--- src/rtl/kianv_periph_arbiter_pkg.sv ---
// Shared types and constants for the KianV peripheral-port arbiter and its round-robin picker.
package kianv_periph_arbiter_pkg;

    typedef enum logic {
        KIANV_ARB_IDLE = 1'b0,
        KIANV_ARB_BUSY = 1'b1
    } arb_state_t;

    localparam logic [31:0] KIANV_ARB_TIMEOUT_RDATA = 32'hDEAD_BEEF;
    localparam int unsigned KIANV_ARB_CNT_W         = 8;

    // last_m1 = 1 means m1 was served most recently, so m0 wins a tie.
    function automatic logic [1:0] rr_pick2(input logic valid0,
                                            input logic valid1,
                                            input logic last_m1);
        return {valid1 & (~valid0 | ~last_m1),
                valid0 & (~valid1 |  last_m1)};
    endfunction

endpackage

--- src/rtl/kianv_rr_pick2.sv ---
// Combinational 2-way round-robin picker: one-hot pick of the requester not served last.
module kianv_rr_pick2
    import kianv_periph_arbiter_pkg::*;
(
    input  logic       valid0,
    input  logic       valid1,
    input  logic       last,
    output logic [1:0] pick
);

    assign pick = rr_pick2(valid0, valid1, last);

endmodule

--- src/rtl/kianv_periph_arbiter.sv ---
// Two-master round-robin arbiter for a valid/ready peripheral register port.
// Define KIANV_ARB_TIMEOUT_EN to force completion after TIMEOUT_CYCLES BUSY cycles without s_ready.
module kianv_periph_arbiter
    import kianv_periph_arbiter_pkg::*;
#(
    parameter int unsigned TIMEOUT_CYCLES = 255
) (
    input  logic        clk,
    input  logic        resetn,
    input  logic        m0_valid,
    input  logic [31:0] m0_addr,
    input  logic [31:0] m0_wdata,
    input  logic [3:0]  m0_wstrb,
    output logic        m0_ready,
    output logic [31:0] m0_rdata,
    input  logic        m1_valid,
    input  logic [31:0] m1_addr,
    input  logic [31:0] m1_wdata,
    input  logic [3:0]  m1_wstrb,
    output logic        m1_ready,
    output logic [31:0] m1_rdata,
    output logic        s_valid,
    output logic [31:0] s_addr,
    output logic [31:0] s_wdata,
    output logic [3:0]  s_wstrb,
    input  logic [31:0] s_rdata,
    input  logic        s_ready,
    output logic [1:0]  grant,
    output logic        timeout_o
);

    arb_state_t  state;
    logic        last;
    logic [1:0]  pick;
    logic        busy;
    logic        tmo;
    logic        done;
    logic [31:0] resp_rdata;

    kianv_rr_pick2 u_pick (
        .valid0 (m0_valid),
        .valid1 (m1_valid),
        .last   (last),
        .pick   (pick)
    );

    assign busy = (state == KIANV_ARB_BUSY);

`ifdef KIANV_ARB_TIMEOUT_EN
    logic [KIANV_ARB_CNT_W-1:0] cnt;

    // s_ready has priority over a coinciding timeout.
    assign tmo = busy && !s_ready && (cnt == KIANV_ARB_CNT_W'(TIMEOUT_CYCLES));

    always_ff @(posedge clk) begin
        if (!resetn || !busy) begin
            cnt <= '0;
        end else if (!s_ready && !tmo) begin
            cnt <= cnt + 1'b1;
        end
    end
`else
    logic unused_timeout_cfg;
    assign unused_timeout_cfg = ^KIANV_ARB_CNT_W'(TIMEOUT_CYCLES);
    assign tmo = 1'b0;
`endif

    assign done       = busy && (s_ready || tmo);
    assign resp_rdata = s_ready ? s_rdata : KIANV_ARB_TIMEOUT_RDATA;
    assign timeout_o  = tmo;

    always_ff @(posedge clk) begin
        if (!resetn) begin
            state <= KIANV_ARB_IDLE;
            grant <= '0;
            last  <= 1'b1;
        end else begin
            case (state)
                KIANV_ARB_IDLE: begin
                    if (|pick) begin
                        state <= KIANV_ARB_BUSY;
                        grant <= pick;
                        last  <= pick[1];
                    end
                end
                KIANV_ARB_BUSY: begin
                    if (done) begin
                        state <= KIANV_ARB_IDLE;
                        grant <= '0;
                    end
                end
            endcase
        end
    end

    // grant is 00 outside BUSY, so the request mux drives zeros when idle.
    always_comb begin
        s_valid  = busy;
        s_addr   = '0;
        s_wdata  = '0;
        s_wstrb  = '0;
        m0_ready = 1'b0;
        m1_ready = 1'b0;
        m0_rdata = '0;
        m1_rdata = '0;
        if (grant[0]) begin
            s_addr   = m0_addr;
            s_wdata  = m0_wdata;
            s_wstrb  = m0_wstrb;
            m0_ready = done;
            m0_rdata = done ? resp_rdata : '0;
        end else if (grant[1]) begin
            s_addr   = m1_addr;
            s_wdata  = m1_wdata;
            s_wstrb  = m1_wstrb;
            m1_ready = done;
            m1_rdata = done ? resp_rdata : '0;
        end
    end

endmodule

--- config.mk ---
export PLATFORM = sky130hd
export DESIGN_NAME = kianv_periph_arbiter
export DESIGN_NICKNAME = d
export VERILOG_FILES = /design/src/rtl/kianv_periph_arbiter_pkg.sv /design/src/rtl/kianv_rr_pick2.sv /design/src/rtl/kianv_periph_arbiter.sv
export SDC_FILE = /design/constraint.sdc
export NUM_CORES = 1
export LEC_CHECK = 0
export BUFFER_PORTS_ARGS = -buffer_cell sky130_fd_sc_hd__clkbuf_2
export CORE_AREA = 2 2 119 121
export DETAILED_ROUTE_END_ITERATION = 6
export DIE_AREA = 0 0 121 123
export PLACE_DENSITY_LB_ADDON = 0.25
export SLEW_MARGIN = 20
export SYNTH_ARGS = -nofsm -noshare
export SYNTH_HDL_FRONTEND = slang
export SYNTH_SLANG_ARGS = --single-unit
--- constraint.sdc ---
create_clock -name clk -period 2.91 [get_ports clk]
set_clock_uncertainty 0.2 [all_clocks]
set_input_delay 0.291 -clock clk [delete_from_list [all_inputs] [get_ports clk]]
set_output_delay 0.291 -clock clk [all_outputs]
set_load 0.03 [all_outputs]
[Word-level counts from Yosys, hierarchy flattened]
Cells that the tools add are included.
Storage, ports and cells
  register bits after elaboration: 4
  input bits: 173
  output and inout port bits: 138
  word-level logic and storage cells: 37
Cells by class
  equality and inequality tests: 2
  mux-type cells: 20
  bitwise gates (word level): 8
  reduce and logical (&&, ||, !) cells: 4
Operator list (count)
  $mux 32: 9
  $mux 4: 2
  $mux 1: 5
  $mux 2: 2
  $not 1->1: 4
  $pmux 2 s2: 1
  $reduce_and 2->1: 2
  $and 1x1->1: 2
  $ne 2x1->1 const B: 1
  $ne 2x2->1 const B: 1
  $or 1x1->1: 2
  $pmux 1 s2: 1
  $reduce_or 2->1: 1
  $logic_and 1x1->1: 1

[Longest topological paths before layout]
Gate-level depths: netlist of run 1.
  depth in word-level cells: 6
  gate-level depth with buffers: 6
  depth with buffers taken out: 3

[By module]
From an unflattened synthesis of run 1, not the netlist that was laid out.
Second synthesis, totals
  cells, all modules: 179
  area, all modules: 1328.8 sq um
By module, submodules not included
  kianv_periph_arbiter: instances 1, cells each 176, area each 1310.0 sq um, sequential area each 80.1 sq um
  kianv_rr_pick2: instances 1, cells each 3, area each 18.8 sq um, sequential area each 0.0 sq um

[Worst setup path before layout of run 1]
Ideal clock, no wire load.
  kind: reg-to-output
  start: register grant[0]
  end: output m0_rdata[19]
  arrival time: 1.472 ns
  required time: 2.419 ns
  slack: 0.947 ns
  cell stages (with the launch flop): 5
  path buffers: 2
  path through: dfxtp_1 > buf_4 > and3_1 > buf_2 > and2_1
On the way
  cells in the longest elaborated chain, start to end: 1
Ends and longest elaborated chain
  from (decl): line kianv_periph_arbiter.sv:28  | output logic [1:0] grant,
  from (signal assigned): line kianv_periph_arbiter.sv:82  | grant <= pick;
  $mux 32: line kianv_periph_arbiter.sv:106  | if (grant[0]) begin
  to (decl): line kianv_periph_arbiter.sv:15  | output logic [31:0] m0_rdata,
Every way passes these cells.

[Worst setup path in the final report of run 1]
  start: register state, in the netlist s_valid
  end: output m0_rdata[24]
On the way
  cells in the longest elaborated chain, start to end: 3
Ends and longest elaborated chain
  from (decl): line kianv_periph_arbiter.sv:32  | arb_state_t state;
  from (signal assigned): line kianv_periph_arbiter.sv:74  | state <= KIANV_ARB_IDLE;
  from (signal assigned): line kianv_periph_arbiter.sv:81  | state <= KIANV_ARB_BUSY;
  from (signal assigned): line kianv_periph_arbiter.sv:88  | state <= KIANV_ARB_IDLE;
  $logic_and 1x1->1: line kianv_periph_arbiter.sv:68  | assign done = busy && (s_ready || tmo);
  $mux 32: line kianv_periph_arbiter.sv:111  | m0_rdata = done ? resp_rdata : '0;
  $mux 32: line kianv_periph_arbiter.sv:106
Every way passes these cells.

==> run_results.csv, run 1 <==
group,metric,value,unit
logic_synthesis,synthFlopType,"dfxtp_1",
setup_path,crit_path_cell_trace,"and3_1 -> and2_1 -> clkbuf_2",
job,drv_cap,0,
clock_tree,cts_buffers,3,
setup_path,path_buf_inv,1,
logic_synthesis,async_flop_share,0,
timing,whs,0.116,ns
logic_synthesis,synth_commonest_cells,"68 x a22o_1, 64 x and2_1, 8 x buf_2, 8 x buf_4, 7 x clkbuf_1",
hold_path,holdCritStartpoint,"resetn",
finish,final_area,3060,sq um
timing,period_minus_slack,2.29,ns
floorplanning,core,13600,sq um
setup_path,cp.arrival,1.80,ns
setup_path,timing_worst_setup_path_type,"flip-flop to primary output",
setup_path,rr_worst_depth,3,
finish,finish.net_count,646,
setup_path,startpoint_type,"flip-flop",
placed_design,place.gp.congestion,0.855,
logic_synthesis,netlist_instances,178,
clock_tree,clock_path_buffers,2,
power,powerDensity,280,nW/um^2
placed_design,hpwlAfterDp,6.75,mm
timing,period_share,0.788,
floorplanning,die-width,121,microns
placed_design,post-place-ws,0.822,ns
setup_path,rrSetupSlack,1.60,ns
setup_path,worst-path-max-fanout,33,
grt,antenna_found_initial,0,
power,power_switching,400,uW
placed_design,numPlacedInstances,648,
detailed_routing,dr.pass1.iters,4,
hold_path,hp-class,"input port to flip-flop",
setup_path,crit_path_top_delay_cell,"and3_1",
clock_tree,h-tree-depth,1,
hold_path,worstHoldEndpoint,"last",
detailed_routing,drtAntennaViolNets,0,
clock_tree,cts_setup_buffers,0,
logic_synthesis,synth_warnings,0,
power,p_clk_frac,0.245,
finish,num_antenna_cells,0,
logic_synthesis,synthMostInstantiatedCell,"a22o_1",
placed_design,portBuffers,309,
hold_path,min_path_cells,2,
detailed_routing,drtIter0Drc,66,
setup_path,timing.rr.end,"grant[0]",
outcome,run_status,"completed",
grt,grt_pass1_vias,2174,
power,power_leakage,0.00191,uW
timing,fmax,436,MHz
clock_tree,cts.sinks,4,
power,comb_power_share,0.678,
setup_path,cp-end-kind,"primary output",
power,p_int,456,uW
grt,grt_max_degree,51,
clock_tree,cts-root-buf,"clkbuf_16",
power,seq_power_share,0.076,
logic_synthesis,synth_top_area_frac,0.456,
logic_synthesis,yosysSeqAreaShare,0.0614,
logic_synthesis,syn_area,1310,sq um
clock_tree,clock_latency,0.22,ns
timing,setup-violations-final,0,
floorplanning,die_area,14900,sq um
detailed_routing,vias,2535,
finish,area_growth,135,%
timing,worst_pin_slew,0.864,ns
detailed_routing,routed_via_density,3.89,
power,irDropWorstVdd,0.227,mV
detailed_routing,drc,0,
floorplanning,num_io_pins,311,
setup_path,required,2.42,ns
grt,track_usage,0.0854,
placed_design,placed_area,2990,sq um
logic_synthesis,yosysTopAreaCell,"a22o_1",
clock_tree,cts_tree,"done",
logic_synthesis,syn_avg_cell_area,7.33,sq um
setup_path,critPathTopFamily,"simple AND/OR/NAND/NOR gates",
setup_path,r2r_start,"grant[0]",
floorplanning,start_util,0.0959,
finish,drive_gt1_frac,0.677,
clock_tree,post_cts_resized,0,
grt,grt_pass1_wl,10.4,mm
logic_synthesis,synth-edff-count,0,
timing,fin_setup_tns,0,ns
grt,grt.overflow.total,0,
clock_tree,hold_buffers,0,
setup_path,slowest_delay,0.75,ns
clock_tree,cts.clk_slew.worst_paths,0.03,ns
logic_synthesis,ys_seq_elements,4,
timing,drv_slew,0,
logic_synthesis,synth_area_leaders,"a22o_1 46%, and2_1 31%, dfxtp_1 6.1%",
finish,layoutNonFillerInstCount,651,
timing,hold_viol_final,0,
detailed_routing,wire_per_inst,11.7,microns
timing,rsz0062_at_grt,"no",
logic_synthesis,syn-num-nets,351,
floorplanning,rows,43,
timing,slew_headroom,0.424,
floorplanning,fp.dieH,123,microns
timing,timing.final.ws_setup,0.617,ns
detailed_routing,wl,7.62,mm
power,swShare,0.467,
logic_synthesis,synth_cell_types,20,
cells in the final DEF (no fill, tap or decap):
cell       netlist  routed
a21oi_1          1       1
o22ai_1          1       1
nor3_1           1       1
conb_1           1       1
o211ai_1         1       1
nand2_1          5       5
nor2b_4          0       1
nor2_1           1       1
and3_1           1       1
clkbuf_2         0     309
nand2b_1         2       2
o2bb2ai_1        1       1
o21ai_0          1       1
and2_1          64      64
clkbuf_16        0       3
and2b_4          1       1
dfxtp_1          4       3
inv_1            1       1
buf_4            8       4
a22o_1          68      68
dfxtp_2          0       1
how the worst max path moves through the flow:
stage / from / endpoint / cells after the start
3_5_place_dp: s_valid / m0_rdata[9] / 3
2_1_floorplan: grant[0] / m0_rdata[19] / 4
3_3_place_gp: s_valid / m0_rdata[9] / 3
5_1_grt: s_valid / m0_rdata[14] / 3
4_1_cts: s_valid / m0_rdata[9] / 3
6_report: s_valid / m0_rdata[24] / 3
per-layer routing:
metal  wire length, microns  GRT usage  up-vias
met5                      0          0        -
met4                     35    0.00654        0
met3                    663     0.0152        4
met2                   4010      0.166      152
met1                   2910      0.101     1133
li1                       -          -     1246
power groups by stage:
stage	Clock (uW)	Sequential (uW)	Combinational [uW]
after global placement	0	66.3	585
after CTS	213	65.5	588
after floorplan	0	70.9	349
final	210	65.5	581
after global routing	219	66.6	624
after detailed placement	0	66.1	587
registers in the layout (all words and copies together), names as in the netlist:
name,cells
grant,2
last,1
s_valid,1
through the flow:
step                      total power [uW]   util
after global routing                   910  0.225
after CTS                              867  0.225
after floorplan                        420      -
final                                  857  0.225
after detailed placement               653  0.220
after global placement                 651  0.220
layout make-up:
cell class / count / area [sq um]
fill: 1547 / 10500
timing repair buffer: 313 / 1580
multi-input combinational: 150 / 1100
tap: 180 / 225
sequential: 4 / 81.3
clock buffer: 3 / 75.1
inverter: 1 / 3.75
kinds of logic (layout without fill, tap and decap cells):
group | count (synthesis) | after routing | synth area share
simple gates | 76 | 76 | 0.355
other cells | 1 | 1 | 0.00287
compound gates | 73 | 73 | 0.481
buf+inv | 24 | 317 | 0.0997
flops | 4 | 4 | 0.0614
(Power assumes the default switching activity.)
==> run 2, diff against run 1 <==
--- a/config.mk
+++ b/config.mk
@@ -5,10 +5,11 @@
 export SDC_FILE = /design/constraint.sdc
 export NUM_CORES = 1
 export LEC_CHECK = 0
+export ABC_AREA = 1
 export BUFFER_PORTS_ARGS = -buffer_cell sky130_fd_sc_hd__clkbuf_2
-export CORE_AREA = 2 2 119 121
+export CORE_AREA = 2 2 120 122
 export DETAILED_ROUTE_END_ITERATION = 6
-export DIE_AREA = 0 0 121 123
+export DIE_AREA = 0 0 122 124
 export PLACE_DENSITY_LB_ADDON = 0.25
 export SLEW_MARGIN = 20
 export SYNTH_ARGS = -nofsm -noshare
==> constraint.sdc (replaced) <==
create_clock -name clk -period 1.8 [get_ports clk]
set_clock_uncertainty 0.2 [all_clocks]
set_input_delay 0.18 -clock clk [delete_from_list [all_inputs] [get_ports clk]]
set_output_delay 0.18 -clock clk [all_outputs]
set_load 0.03 [all_outputs]
==> run_results.csv, run 2 <==
group,metric,value,unit
floorplanning,num_io_pins,311,
logic_synthesis,synth-simple-area-share,0.733,
power,power,1460,uW
logic_synthesis,synth-edff-count,0,
timing,setup-violations-final,0,
logic_synthesis,synth-xor-area-share,0,
logic_synthesis,netlist_instances,359,
job,drv_cap,0,
finish,area_growth,112,%
logic_synthesis,syn_avg_cell_area,4.76,sq um
placed_design,place.gp.congestion,0.798,
setup_path,cp-end-kind,"primary output",
power,p_int,724,uW
clock_tree,cts.clk_slew.worst_paths,0.03,ns
finish,finish.net_count,826,
power,irDropWorstVdd,0.350,mV
clock_tree,clock_path_buffers,2,
placed_design,portBuffers,309,
timing,hold_viol_final,0,
logic_synthesis,synthFlopType,"dfxtp_1",
detailed_routing,vias,3133,
setup_path,rrSetupSlack,0.62,ns
floorplanning,rows,43,
finish,final_cell_mix,"304 x clkbuf_2, 139 x nand2_1, 72 x nand3_1",
timing,fmax,578,MHz
grt,grt_pass1_wl,13.2,mm
logic_synthesis,yosysTopAreaCell,"nand2_1",
clock_tree,cts_tree,"done",
logic_synthesis,synth_commonest_cells,"139 x nand2_1, 72 x nand3_1, 36 x inv_1, 36 x nor2_2, 29 x nor2_1",
power,comb_power_share,0.693,
logic_synthesis,synth-compound-area-share,0.0147,
detailed_routing,drtIter0Drc,81,
logic_synthesis,synth_warnings,0,
hold_path,worstHoldEndpoint,"grant[1]",
detailed_routing,drc,0,
setup_path,timing_worst_setup_path_type,"flip-flop to primary output",
power,power_switching,740,uW
logic_synthesis,syn_area,1710,sq um
logic_synthesis,async_flop_share,0,
floorplanning,core,13700,sq um
power,seq_power_share,0.073,
grt,grt.overflow.total,0,
logic_synthesis,synth_area_leaders,"nand2_1 31%, nand3_1 21%, nor2_2 13%",
floorplanning,fp.dieH,124,microns
logic_synthesis,synth_mux_area_frac,0,
setup_path,worst-path-max-fanout,32,
grt,grt_pass1_vias,2667,
logic_synthesis,synthAdderAreaFrac,0,
finish,largest_register_ffs,2,
setup_path,r2r_start,"s_valid",
finish,num_antenna_cells,0,
logic_synthesis,synth_cell_types,18,
detailed_routing,routed_via_density,3.77,
setup_path,crit_path_start,"grant[0]",
outcome,run_status,"completed",
floorplanning,die-width,122,microns
power,swShare,0.505,
clock_tree,clock_latency,0.22,ns
finish,drive_gt1_frac,0.601,
clock_tree,h-tree-depth,1,
setup_path,startpoint_type,"flip-flop",
placed_design,placed_area,3520,sq um
timing,rsz0062_at_grt,"yes",
finish,layout_commonest_cell,"clkbuf_2",
finish,final_area,3610,sq um
logic_synthesis,yosysSeqAreaShare,0.0469,
power,p_clk_frac,0.234,
clock_tree,cts.sinks,4,
clock_tree,cts_setup_buffers,0,
setup_path,timing.rr.end,"grant[1]",
hold_path,min_path_cells,3,
clock_tree,cts-root-buf,"clkbuf_16",
detailed_routing,dr.pass1.iters,4,
setup_path,cp.arrival,1.35,ns
setup_path,required,1.42,ns
grt,antenna_found_initial,0,
timing,whs,0.0714,ns
hold_path,holdCritStartpoint,"m1_valid",
detailed_routing,drtAntennaViolNets,0,
timing,period_minus_slack,1.73,ns
detailed_routing,wl,9.34,mm
power,power_leakage,0.00241,uW
logic_synthesis,synth_top_family_by_area,"simple AND/OR/NAND/NOR gates",
setup_path,rr_worst_depth,5,
timing,drv_slew,0,
floorplanning,start_util,0.124,
timing,period_share,0.962,
floorplanning,die_area,15100,sq um
logic_synthesis,synthMostInstantiatedCell,"nand2_1",
grt,grt_max_degree,71,
placed_design,hpwlAfterDp,8.05,mm
logic_synthesis,synth_top_area_frac,0.305,
logic_synthesis,ys_seq_elements,4,
logic_synthesis,syn-num-nets,532,
finish,registers.top_by_ff_count,"grant",
finish,num-fill-cells,1634,
detailed_routing,wire_per_inst,11.2,microns
power,powerDensity,405,nW/um^2
hold_path,hp-class,"input port to flip-flop",
clock_tree,cts_buffers,3,
grt,track_usage,0.109,
run 2: power by group through the flow:
| stage | sequential (uW) | combinational [uW] | clock [uW] |
|---|---|---|---|
| after floorplan | 116 | 609 | 0 |
| after global placement | 108 | 1030 | 0 |
| after detailed placement | 108 | 1020 | 0 |
| after CTS | 107 | 1030 | 351 |
| after global routing | 108 | 1100 | 359 |
| final | 107 | 1010 | 342 |
run 2: layout make-up:
class,instances,area [sq um],share of cell area
Sequential cell,4,83.8,0.0232
Tap cell,180,225,0.0623
Inverter,39,151,0.0419
Clock buffer,3,75.1,0.0208
Multi-Input combinational cell,286,1370,0.379
Timing Repair Buffer,319,1710,0.472
run 2: worst max path at each step:
stage / depth (start not counted) / to / slack, ns
after global routing: 4 / s_wdata[30] / -0.006
after global placement: 4 / s_wdata[19] / 0.26
after CTS: 6 / m0_rdata[28] / 0.01
final: 7 / m1_rdata[20] / 0.07
after floorplan: 6 / m1_rdata[10] / -0.05
after detailed placement: 6 / m0_rdata[28] / 0.25
run 2: logic make-up after synthesis:
logic type	after synthesis
AND/OR/NAND/NOR	280
other	1
flip-flops	4
buffers and inverters	69
AO/OA/AOI/OAI	5
run 2: worst max-delay path: stages, from the launching register on:
cell	delay, ns
dfxtp_2	0.33
inv_4	0.09
nand2_2	0.06
nor2_4	0.09
inv_2	0.05
buf_12	0.17
nor2_2	0.10
clkbuf_2	0.21
run 2: through the flow:
stage	worst slack (ns)	utilization	setup TNS, ns	cells
after floorplan	-0.0529	-	-3.02	359
after global placement	0.264	0.256	0	827
after detailed placement	0.252	0.256	0	827
after CTS	0.0122	0.263	0	831
after global routing	-0.00613	0.263	-0.0117	831
final	0.0689	0.263	0	831
run 2: timing repair:
action,CTS,global route
endpoints found under the setup margin,0,27
resized for setup,0,10
hold buffers,1,0
hold endpoints to repair,1,0
run 2: metal layers:
| metal | track usage | vias to the layer above | wire length [microns] |
|---|---|---|---|
| met5 | 0 | - | 0 |
| met1 | 0.120 | 1273 | 3420 |
| li1 | - | 1671 | - |
| met4 | 0.0151 | 0 | 62 |
| met3 | 0.0275 | 6 | 977 |
| met2 | 0.213 | 183 | 4870 |
==> run 3, diff against run 2 <==
==> constraint.sdc (replaced) <==
create_clock -name clk -period 2.1 [get_ports clk]
set_clock_uncertainty 0.2 [all_clocks]
set_input_delay 0.21 -clock clk [delete_from_list [all_inputs] [get_ports clk]]
set_output_delay 0.21 -clock clk [all_outputs]
set_load 0.03 [all_outputs]
==> run_results.csv, run 3 (synthesized netlist as in run 2, its figures left out) <==
group,metric,value,unit
finish,layout_commonest_cell,"clkbuf_2",
timing,hold_viol_final,0,
timing,drv_slew,0,
grt,met3_usage,0.0252,
hold_path,holdCritStartpoint,"m1_valid",
power,power_leakage,0.00241,uW
setup_path,r2r_start,"s_valid",
floorplanning,die-width,122,microns
placed_design,hpwlAfterDp,7.37,mm
grt,grt.overflow.total,0,
placed_design,post-place-ws,0.456,ns
clock_tree,clock_latency,0.22,ns
setup_path,rrSetupSlack,0.85,ns
power,comb_power_share,0.687,
power,p_clk_frac,0.239,
job,drv_cap,0,
finish,utilization,0.255,
hold_path,min_path_cells,3,
finish,largest_register_ffs,2,
clock_tree,clock_path_buffers,2,
detailed_routing,vias,3107,
timing,fin_setup_tns,0,ns
grt,use_met1,0.111,
finish,num-fill-cells,1644,
floorplanning,die_area,15100,sq um
setup_path,slowest_delay,0.33,ns
timing,period_share,0.886,
hold_path,hp-class,"input port to flip-flop",
power,irDropWorstVdd,0.366,mV
clock_tree,cts-root-buf,"clkbuf_16",
placed_design,portBuffers,309,
grt,antenna_found_initial,0,
power,seq_power_share,0.074,
setup_path,worst-path-max-fanout,32,
setup_path,path_buf_inv,4,
power,power,1230,uW
floorplanning,start_util,0.124,
detailed_routing,drtIter0Drc,96,
timing,rsz0062_at_grt,"no",
power,p_int,614,uW
detailed_routing,dr.pass1.iters,4,
setup_path,cp-end-kind,"primary output",
timing,period_minus_slack,1.86,ns
detailed_routing,routed_via_density,3.73,
setup_path,rr_worst_depth,5,
detailed_routing,drtAntennaViolNets,0,
clock_tree,cts.clk_slew.worst_paths,0.03,ns
grt,grt_pass1_vias,2535,
finish,registers.top_by_ff_count,"grant",
placed_design,place.gp.congestion,0.747,
setup_path,critPathTopFamily,"buffers and inverters",
clock_tree,cts_tree,"done",
finish,final_cell_mix,"309 x clkbuf_2, 139 x nand2_1, 72 x nand3_1",
power,powerDensity,352,nW/um^2
detailed_routing,wire_per_inst,10.4,microns
setup_path,cp.arrival,1.45,ns
setup_path,timing.rr.end,"grant[0]",
grt,track_usage,0.0968,
grt,top_usage_layer,"met2",
detailed_routing,drc,0,
outcome,run_status,"completed",
clock_tree,cts.sinks,4,
hold_path,worstHoldEndpoint,"grant[1]",
floorplanning,core,13700,sq um
setup_path,crit_path_cell_trace,"nand2_2 -> buf_4 -> nor2_4 -> inv_2 -> buf_12 -> nor2_1 -> clkbuf_2",
detailed_routing,wl,8.70,mm
setup_path,timing_worst_setup_path_type,"flip-flop to primary output",
finish,finish.net_count,829,
finish,num_antenna_cells,0,
floorplanning,fp.dieH,124,microns
timing,whs,0.106,ns
setup_path,required,1.69,ns
setup_path,startpoint_type,"flip-flop",
power,swShare,0.500,
clock_tree,h-tree-depth,1,
timing,timing.final.ws_setup,0.240,ns
finish,area_growth,105,%
timing,fmax,538,MHz
setup_path,crit_path_top_delay_cell,"dfxtp_1",
floorplanning,rows,43,
clock_tree,cts_buffers,3,
timing,setup-violations-final,0,
finish,drive_gt1_frac,0.564,
grt,grtUsageMet2,0.188,
power,power_switching,615,uW
grt,grt_max_degree,71,
grt,grt_pass1_wl,11.9,mm
clock_tree,cts_setup_buffers,0,
floorplanning,num_io_pins,311,
-- run 3: area by class of cell --
class | count | area, sq um | share of cell area
Clock buffer | 3 | 75.1 | 0.0215
Inverter | 39 | 149 | 0.0426
Multi-Input combinational cell | 286 | 1280 | 0.366
Sequential cell | 4 | 82.6 | 0.0236
Tap cell | 180 | 225 | 0.0644
Timing Repair Buffer | 322 | 1680 | 0.482
-- run 3: worst max path at each step --
| stage | from | end | slack, ns | cells after the start |
|---|---|---|---|---|
| 4_1_cts | grant[0] | m0_rdata[0] | 0.22 | 6 |
| 2_1_floorplan | s_valid | m0_rdata[1] | 0.08 | 5 |
| 3_5_place_dp | grant[0] | m0_rdata[0] | 0.46 | 6 |
| 3_3_place_gp | grant[0] | m0_rdata[0] | 0.47 | 6 |
| 6_report | s_valid | m1_rdata[31] | 0.24 | 7 |
| 5_1_grt | s_valid | m1_rdata[0] | 0.14 | 7 |
-- run 3: through the flow --
| step | area (sq um) | std cells |
|---|---|---|
| final | 3500 | 834 |
| after global placement | 3410 | 830 |
| after CTS | 3500 | 834 |
| after detailed placement | 3410 | 830 |
| after floorplan | 1710 | 359 |
| after global routing | 3500 | 834 |
-- run 3: power groups by stage --
stage          sequential (uW)  clock (uW)  combinational, uW
6_report                  91.5         294                844
5_1_grt                   92.7         306                918
4_1_cts                   91.7         303                858
3_5_place_dp              92.8           0                854
3_3_place_gp              92.7           0                860
2_1_floorplan             99.3           0                511
-- run 3: metal layers --
layer  vias up  share of wire
li1       1675              -
met1      1248           0.39
met2       182           0.50
met3         2           0.11
met4         0         0.0022
met5         -              0
-- run 3: worst reg2reg max path: cells and delay by family, from the launching register on --
| family | cells | cell delay [ns] |
|---|---|---|
| compound gates | 2 | 0.32 |
| buf+inv | 2 | 0.18 |
| flops | 1 | 0.33 |
| simple gates | 1 | 0.15 |
-- run 3: timing repair --
action / 4_1_cts / 5_1_grt
hold buffers: 1 / 0
setup endpoints to repair: 0 / 0
gates resized for setup: 0 / 0
hold endpoints to repair: 1 / 0
